[config.mk]
export PLATFORM = sky130hd
export DESIGN_NAME = btb_update_queue
export DESIGN_NICKNAME = d
export VERILOG_FILES = /design/src/rtl/btb_update_queue.sv
export SDC_FILE = /design/constraint.sdc
export NUM_CORES = 1
export LEC_CHECK = 0
export ABC_AREA = 1
export CAP_MARGIN = 0
export CORE_UTILIZATION = 25
export DETAILED_ROUTE_END_ITERATION = 12
export PLACE_DENSITY = 0.55
export RECOVER_POWER = 100
export SYNTH_ARGS = -nofsm -noshare
export SYNTH_HDL_FRONTEND = slang
export SYNTH_SLANG_ARGS = --single-unit
[constraint.sdc]
create_clock -name clk -period 10.8 [get_ports clk]
set_input_delay 1.62 -clock clk [delete_from_list [all_inputs] [get_ports clk]]
set_output_delay 1.62 -clock clk [all_outputs]
set_load 0.05 [all_outputs]
[src/rtl/btb_update_queue.sv]
// btb_update_queue
//   Training-side front end for the branch target buffer. Resolved-branch
//   reports are filtered to taken branches the BTB got wrong and buffered in
//   a small FIFO. Reports for a PC that is already queued overwrite that
//   entry's target instead of taking a new slot.
//
//   The BTB has one SRAM port. A queued update is issued on any cycle where
//   fetch is idle. If the head entry has waited STARVE_MAX cycles, fetch is
//   stalled for one cycle and the update is issued instead.
//
// Ports
//   clk, rst                       clock, synchronous active-high reset
//   res_valid/pc/target/taken      resolved-branch report from the backend
//   res_btb_hit/res_pred_target    what the BTB predicted for that PC
//   fetch_req, fetch_pc_in         lookup request from the front end
//   btb_fetch, btb_fetch_pc        gated lookup strobe and PC to the BTB
//   btb_update, btb_pc, btb_target write strobe and head entry to the BTB
//   fetch_stall                    front end must hold its PC and retry
//   q_count                        queue occupancy
//   drop_cnt                       saturating count of discarded reports
module btb_update_queue #(
    parameter int DEPTH      = 4,
    parameter int STARVE_MAX = 8,
    parameter int DROP_W     = 16
) (
    input  logic                       clk,
    input  logic                       rst,
    input  logic                       res_valid,
    input  logic [31:0]                res_pc,
    input  logic [31:0]                res_target,
    input  logic                       res_taken,
    input  logic                       res_btb_hit,
    input  logic [31:0]                res_pred_target,
    input  logic                       fetch_req,
    input  logic [31:0]                fetch_pc_in,
    output logic                       btb_fetch,
    output logic [31:0]                btb_fetch_pc,
    output logic                       btb_update,
    output logic [31:0]                btb_pc,
    output logic [31:0]                btb_target,
    output logic                       fetch_stall,
    output logic [$clog2(DEPTH):0]     q_count,
    output logic [DROP_W-1:0]          drop_cnt
);

    localparam int PTR_W = $clog2(DEPTH);
    localparam int CNT_W = PTR_W + 1;
    localparam int SW    = $clog2(STARVE_MAX + 1);

    logic [29:0]      pc_mem  [DEPTH];
    logic [29:0]      tgt_mem [DEPTH];
    logic [DEPTH-1:0] valid;
    logic [PTR_W-1:0] head;
    logic [PTR_W-1:0] tail;
    logic [CNT_W-1:0] count;
    logic [SW-1:0]    starve_cnt;
    logic [DROP_W-1:0] drops;

    logic             empty;
    logic             full;
    logic             force_upd;
    logic             deq;
    logic             need;
    logic [DEPTH-1:0] match;
    logic [PTR_W-1:0] match_idx;
    logic             coalesce;
    logic             enq;
    logic             drop_evt;

    // Low address bits are never stored; entries are word-aligned.
    logic unused_low_bits;
    assign unused_low_bits = ^{res_pc[1:0], res_target[1:0]};

    assign empty = (count == '0);
    assign full  = (count == CNT_W'(DEPTH));

    // Arbitration is gated by rst so nothing issues to the BTB while the
    // queue is being discarded.
    assign force_upd   = ~rst & ~empty & (starve_cnt == SW'(STARVE_MAX));
    assign btb_update  = ~rst & ~empty & (~fetch_req | force_upd);
    assign fetch_stall = fetch_req & force_upd;
    assign btb_fetch   = fetch_req & ~force_upd;
    assign btb_fetch_pc = fetch_pc_in;
    assign deq         = btb_update;

    assign btb_pc     = {pc_mem[head], 2'b00};
    assign btb_target = {tgt_mem[head], 2'b00};
    assign q_count    = count;
    assign drop_cnt   = drops;

    assign need = res_valid & res_taken &
                  (~res_btb_hit | (res_pred_target != res_target));

    // A head entry that leaves this cycle cannot absorb the report; the
    // report then becomes a fresh entry so the newer target is not lost.
    always_comb begin
        match     = '0;
        match_idx = '0;
        for (int i = 0; i < DEPTH; i++) begin
            if (valid[i] && (pc_mem[i] == res_pc[31:2]) &&
                !(deq && (head == PTR_W'(i)))) begin
                match[i]  = 1'b1;
                match_idx = PTR_W'(i);
            end
        end
    end

    assign coalesce = need & (|match);
    assign enq      = need & ~coalesce & (~full | deq);
    assign drop_evt = need & ~coalesce & full & ~deq;

    always_ff @(posedge clk) begin
        if (rst) begin
            head       <= '0;
            tail       <= '0;
            count      <= '0;
            valid      <= '0;
            starve_cnt <= '0;
            drops      <= '0;
        end else begin
            // On full-with-dequeue tail equals head; the later set wins.
            if (deq) begin
                valid[head] <= 1'b0;
                head        <= head + PTR_W'(1);
            end
            if (enq) begin
                valid[tail] <= 1'b1;
                tail        <= tail + PTR_W'(1);
            end

            case ({enq, deq})
                2'b10:   count <= count + CNT_W'(1);
                2'b01:   count <= count - CNT_W'(1);
                default: count <= count;
            endcase

            if (deq || empty) begin
                starve_cnt <= '0;
            end else if (starve_cnt != SW'(STARVE_MAX)) begin
                starve_cnt <= starve_cnt + SW'(1);
            end

            if (drop_evt && (drops != '1)) begin
                drops <= drops + DROP_W'(1);
            end
        end
    end

    // Payload storage needs no reset; occupancy is tracked by valid/count.
    always_ff @(posedge clk) begin
        if (enq) begin
            pc_mem[tail]  <= res_pc[31:2];
            tgt_mem[tail] <= res_target[31:2];
        end
        if (coalesce) begin
            tgt_mem[match_idx] <= res_target[31:2];
        end
    end

endmodule

; ---- Word level (Yosys, flattened, before mapping)
; Memory sizes are Yosys's and may differ from the RTL's. A register that Yosys moved wholly into a read port is not among the register bits.
; Index checks and enable logic that the tools add are counted.
; W data, S select, Z words.
[word_totals]
ram_bits = 240
output_inout_bits = 118
memories = 2
wordCells = 110
inputBits = 134
ff_bits = 31
[memory_table]
columns = name, words, word_bits, read_ports, rd_clocked_by_memory_dff, wr, line_no
row1 = pc_mem, 4, 30, 5, 1, 1, 50  ; logic [29:0] pc_mem [DEPTH];
row2 = tgt_mem, 4, 30, 1, 1, 1, 51  ; logic [29:0] tgt_mem [DEPTH];
[classes]
n_addsub = 6
magnitude_cmp = 4
eq_ne = 14
bitwise_logic = 26
reduce_logical = 26
n_mux = 26
[ops]
columns = op, n
row1 = $eq A30 B30 Y1, 4
row2 = $ne A32 B32 Y1, 1
row3 = $mux W30, 1
row4 = $reduce_or A30 Y1, 1
row5 = $add A16 B1 Y16 const B, 1
row6 = $ne A16 B16 Y1 const B, 1
row7 = $logic_and A1 B1 Y1, 15
row8 = $mux W2, 7
row9 = $and A1 B1 Y1, 12
row10 = $mux W1, 12
row11 = $mux W4, 3
row12 = $not A1 Y1, 8
row13 = $eq A2 B2 Y1 const B, 3
row14 = $lt A2 B3 Y1 const B, 2
row15 = $pmux W3 S2, 1
row16 = $add A2 B1 Y2 const B, 2
row17 = $add A4 B1 Y4 const B, 1
row18 = $and A4 B4 Y4, 1
row19 = $demux W1 S2, 2
row20 = $eq A2 B1 Y1 const B, 2
row21 = $eq A4 B4 Y1 const B, 1
row22 = $ge A2 B1 Y1 const B, 2
row23 = $logic_not A1 Y1, 4
row24 = $ne A4 B4 Y1 const B, 1
row25 = other kinds (12), 14

; ---- Longest topological paths before layout
[depth]
depth_word = 18
mapped_depth = 20
mapped_depth_nobuf = 20

; ---- Least setup slack after synthesis
; No wires, ideal clock.
[synth_timing]
path_type = input to register
from = input port rst
to = memory tgt_mem[1][0], enable pin
required_time_ns = 10.383
setup_time_ns = 0.417
slack_ns = 6.017
arrival_time_ns = 4.366
path_stages = 13
path_buffers = 0
path_cell_list = inv_2 -> nand2_2 -> a21oi_4 -> a21oi_1 -> nand3_2 -> nand2_4 -> nor2_8 -> nand2_2 -> nor2_4 -> inv_2 -> nand2_1 -> nand3_1 -> nor2_1
[synth_via]
elab_chain_cells = 17
elab_cells_between_ends = 37
cone_classes = mux: 13 / bitwise: 10 / reduce/logical: 14
[synth_rtl]
columns = element, line_no
row1 = start: declaration, 27  ; input logic rst,
row2 = $not A1 Y1 (*), "79, 80"
row3 = $and A1 B1 Y1 (*), "79, 80"
row4 = $and A1 B1 Y1, 79  ; assign force_upd = ~rst & ~empty & (starve_cnt == SW'(STARVE_MAX));
row5 = $or A1 B1 Y1, 80  ; assign btb_update = ~rst & ~empty & (~fetch_req | force_upd);
row6 = $and A1 B1 Y1 (*), 80
row7 = named net btb_update, 38  ; output logic btb_update,
row8 = "parallel branches: the longest is 12 deep, another holds $reduce_or A30 Y1", -
row9 = end: declaration, 51
; Mark *: on every way through the listed nets, which the timed path passes.

; ---- Worst setup path after layout
[layout_timing]
from = input port rst
to = memory tgt_mem[3][22], enable pin
[layout_via]
elab_chain_cells = 17
elab_cells_between_ends = 37
cone_classes = mux: 13 / bitwise: 10 / reduce/logical: 14
[layout_rtl]
columns = element, line_no
row1 = $not A1 Y1 (*), "79, 80"
row2 = $and A1 B1 Y1 (*), "79, 80"
row3 = $and A1 B1 Y1, 79
row4 = $or A1 B1 Y1, 80
row5 = $and A1 B1 Y1 (*), 80
row6 = "parallel branches: the longest is 12 deep, another holds $reduce_or A30 Y1", -
; Every way passes the cells marked *.

==> flow_summary.ini <==
[setup_path]
r2r_cells = 14
crit_type = in -> reg
critPathArrivalTime_ps = 7640
r2r_slack_ps = 5050
r2r_start = starve_cnt[0]$_SDFFE_PP0P_
crit_fanout = 30
r2r-end = tgt_mem[3][22]$_DFFE_PP_
cp_cell_sequence = dlygate4sd3_1 > inv_1 > nand2_1 > a21oi_1 > a21boi_0 > nand3_2 > nand2_1 > nor2_1 > nand2_2 > nor2_1 > clkinv_1 > nand2_1 > nand3_1 > nor2_1
slowest_delay_ps = 2310
end_kind = register
slowest_stage = nor2_1
required_ps = 10870
critical_path.startpoint_type = primary input

[job]
max-cap-violations = 9

[layout]
layout-drive-gt1-share_pct = 4.68
fillers = 5366
multi_input_area_um2 = 4380
syn_to_final_growth_pct = 24.7
register_area_um2 = 7870
nets = 1593

[clock_network]
cts_tree = built
clk_latency_ps = 540
htree_levels = 2
cts.path.max_buffers = 3
cts.sinks = 273
cts-root-buf = clkbuf_16
cts-resized-gates = 0
cts.reportedPaths.clkPinSlew_ps = 50
postCtsHoldBufs = 0
cts_buffers = 34
cts_setup_buffers = 0

[timing]
setup_viol = 0
fin_skew_ps = 20.5
holdWs_ps = 461
slew_viol_final = 314
hold_violations = 0
grt_setup_unrepaired = false
fin_crit_ps = 7570
fmax_ghz = 0.132
slew-limit-headroom_pct = -111
worst_pin_slew_ps = 3150
min_period_over_period_pct = 70.1
setup_tns_ps = 0

[floorplan]
start_util_pct = 25.5
io_pins = 252
placementRows = 83
die_y_um = 232
die_x_um = 232
die_area_um2 = 53800
core_area_um2 = 51700

[synthesis]
synthCells = 1315
synth_ff_type = edfxtp_1
synth.distinct_cells = 42
ys_ff_latch = 273
synth_common_cells = edfxtp_1 (240), nand2_1 (228), nor2_1 (182), o21ai_0 (136), inv_1 (102)
synth_seq_area_share_pct = 59.6
synth_top_family_by_area = simple AND/OR/NAND/NOR gates
synthSimpleGateAreaFrac_pct = 14.4
synth_largest_area_cell = edfxtp_1
synth.cell_area_um2 = 13200
synth.most_common_cell = edfxtp_1
synth_xor_area_share_pct = 7.63
synth_compound_area_share_pct = 10.2
synthAdderAreaFrac_pct = 1.19
avgSynthCellArea_um2 = 10.0
synthArstFlopShare_pct = 0
ys_top_cells_by_area = edfxtp_1 (55%), nand2_1 (6.5%), xnor2_1 (6.2%)
muxShareOfSynthArea_pct = 0
synth_edf_count = 240
synth_top_area_share_pct = 54.6
yosys_warnings = 0

[global_route]
antenna_found_initial = 6
grt_pass1_vias = 9324
grt_pass1_wl_mm = 53.7
grt_max_degree = 75
grt_overflow = 0
grt_usage_pct = 13.1

[routing]
route.detailed.drc = 0
ant_nets = 0
firstDrtPassIters = 4
first_iter_violations = 440
vias = 9481
drt-total-wl_mm = 35.5
vias_per_cell = 4.39
wl_per_cell_um = 16.4

[place]
gp_congestion = 0.782
dp_hpwl_mm = 23.0
port_buffers = 181

[worst_hold_path]
min_path_type = reg -> reg
hold_end = starve_cnt[0]$_SDFFE_PP0P_
hp-start = starve_cnt[0]$_SDFFE_PP0P_
hold_path_depth = 1

[run_status]
violations = capacitance limit, slew limit
status = complete, but fails checks

[power]
power.density_nw_per_um2 = 169
ir_worst_vdd_v = 0.0000772
power_leakage_nw = 5.96
final cells by class:
type / count / share of cell area (%)
Tap cell: 680 / 5.17
Inverter: 106 / 2.43
Multi-Input combinational cell: 846 / 26.6
Timing Repair Buffer: 186 / 11.2
Clock buffer: 39 / 5.28
Antenna cell: 6 / 0.0912
Clock inverter: 23 / 1.41
Sequential cell: 273 / 47.8
per-layer routing:
| metal | GRT usage (%) | part of all wire (%) | up-vias | wire length [um] |
|---|---|---|---|---|
| li1 | - | - | 4670 | - |
| met1 | 16.4 | 44 | 4450 | 15600 |
| met2 | 20.7 | 45 | 254 | 16000 |
| met3 | 3.57 | 6.9 | 105 | 2430 |
| met4 | 6.27 | 4.1 | 2 | 1470 |
| met5 | 0 | 0.025 | - | 9 |
how the worst max path moves through the flow:
stage               slack, ps     start                       end
floorplan                6020       rst   tgt_mem[1][0]$_DFFE_PP_
global placement         5190       rst                btb_update
global route             2460       rst  tgt_mem[0][22]$_DFFE_PP_
detailed placement       5190       rst  tgt_mem[3][20]$_DFFE_PP_
CTS                      5000  register                btb_pc[28]
finish                   3230       rst  tgt_mem[3][22]$_DFFE_PP_
flip-flops by register name, indices dropped and copies added, names as in the netlist, named ones only:
signal / cells
drop_cnt: 16
head: 2
pc_mem: 120
q_count: 3
starve_cnt: 4
tail: 2
tgt_mem: 120
valid: 4
through the flow:
stage          setup slack, ps  cells  cell area, um2  utilization (%)  power (mW)
3_5_place_dp              5190   2091           15400             29.9        1.69
4_1_cts                   5000   2153           16500             32.0        2.84
2_1_floorplan             6020   1318           13200                -        1.53
6_report                  3230   2159           16500             31.8        2.78
5_1_grt                   2460   2154           16500             31.8        2.88
3_3_place_gp              5190   2091           15400             29.9        1.68
kinds of logic after synthesis:
logic type	Yosys count
flops	273
xor+xnor	115
compound gates	249
fa+ha+maj	12
simple gates	466
buf+inv	199
other cells	1
power breakdown:
group	internal, mW	total [mW]	switching (mW)
combinational	0.137	0.443	0.307
clock	0.678	1.14	0.461
sequential	1.18	1.20	0.0159
total	2.00	2.78	0.783
worst max-delay path, delay by kind of cell:
| family | cells | cell delay [ps] |
|---|---|---|
| simple gates | 9 | 3700 |
| buf+inv | 3 | 1430 |
| compound gates | 2 | 870 |
cell usage in the layout (no fill, tap or decap), types with 4 or more instances in the layout:
| cell | synthesis | layout |
|---|---|---|
| o21ai_0 | 136 | 136 |
| clkinv_2 | 1 | 6 |
| conb_1 | 1 | 4 |
| clkbuf_1 | 39 | 6 |
| dlygate4sd3_1 | 0 | 140 |
| nor3_1 | 9 | 9 |
| o21a_1 | 5 | 5 |
| bufinv_16 | 0 | 4 |
| buf_4 | 37 | 4 |
| xnor2_1 | 94 | 94 |
| ha_1 | 11 | 11 |
| nor2_1 | 182 | 184 |
| o22ai_1 | 52 | 52 |
| xor2_1 | 21 | 21 |
| diode_2 | 0 | 6 |
| nand3_1 | 24 | 25 |
| a21oi_1 | 48 | 49 |
| nand2_1 | 228 | 230 |
| clkinv_1 | 0 | 10 |
| edfxtp_1 | 240 | 240 |
| clkdlybuf4s50_1 | 0 | 41 |
| nand4_1 | 6 | 6 |
| dfxtp_1 | 33 | 31 |
| inv_1 | 102 | 100 |
| clkbuf_16 | 0 | 34 |
Power figures use the tool's default switching activity.
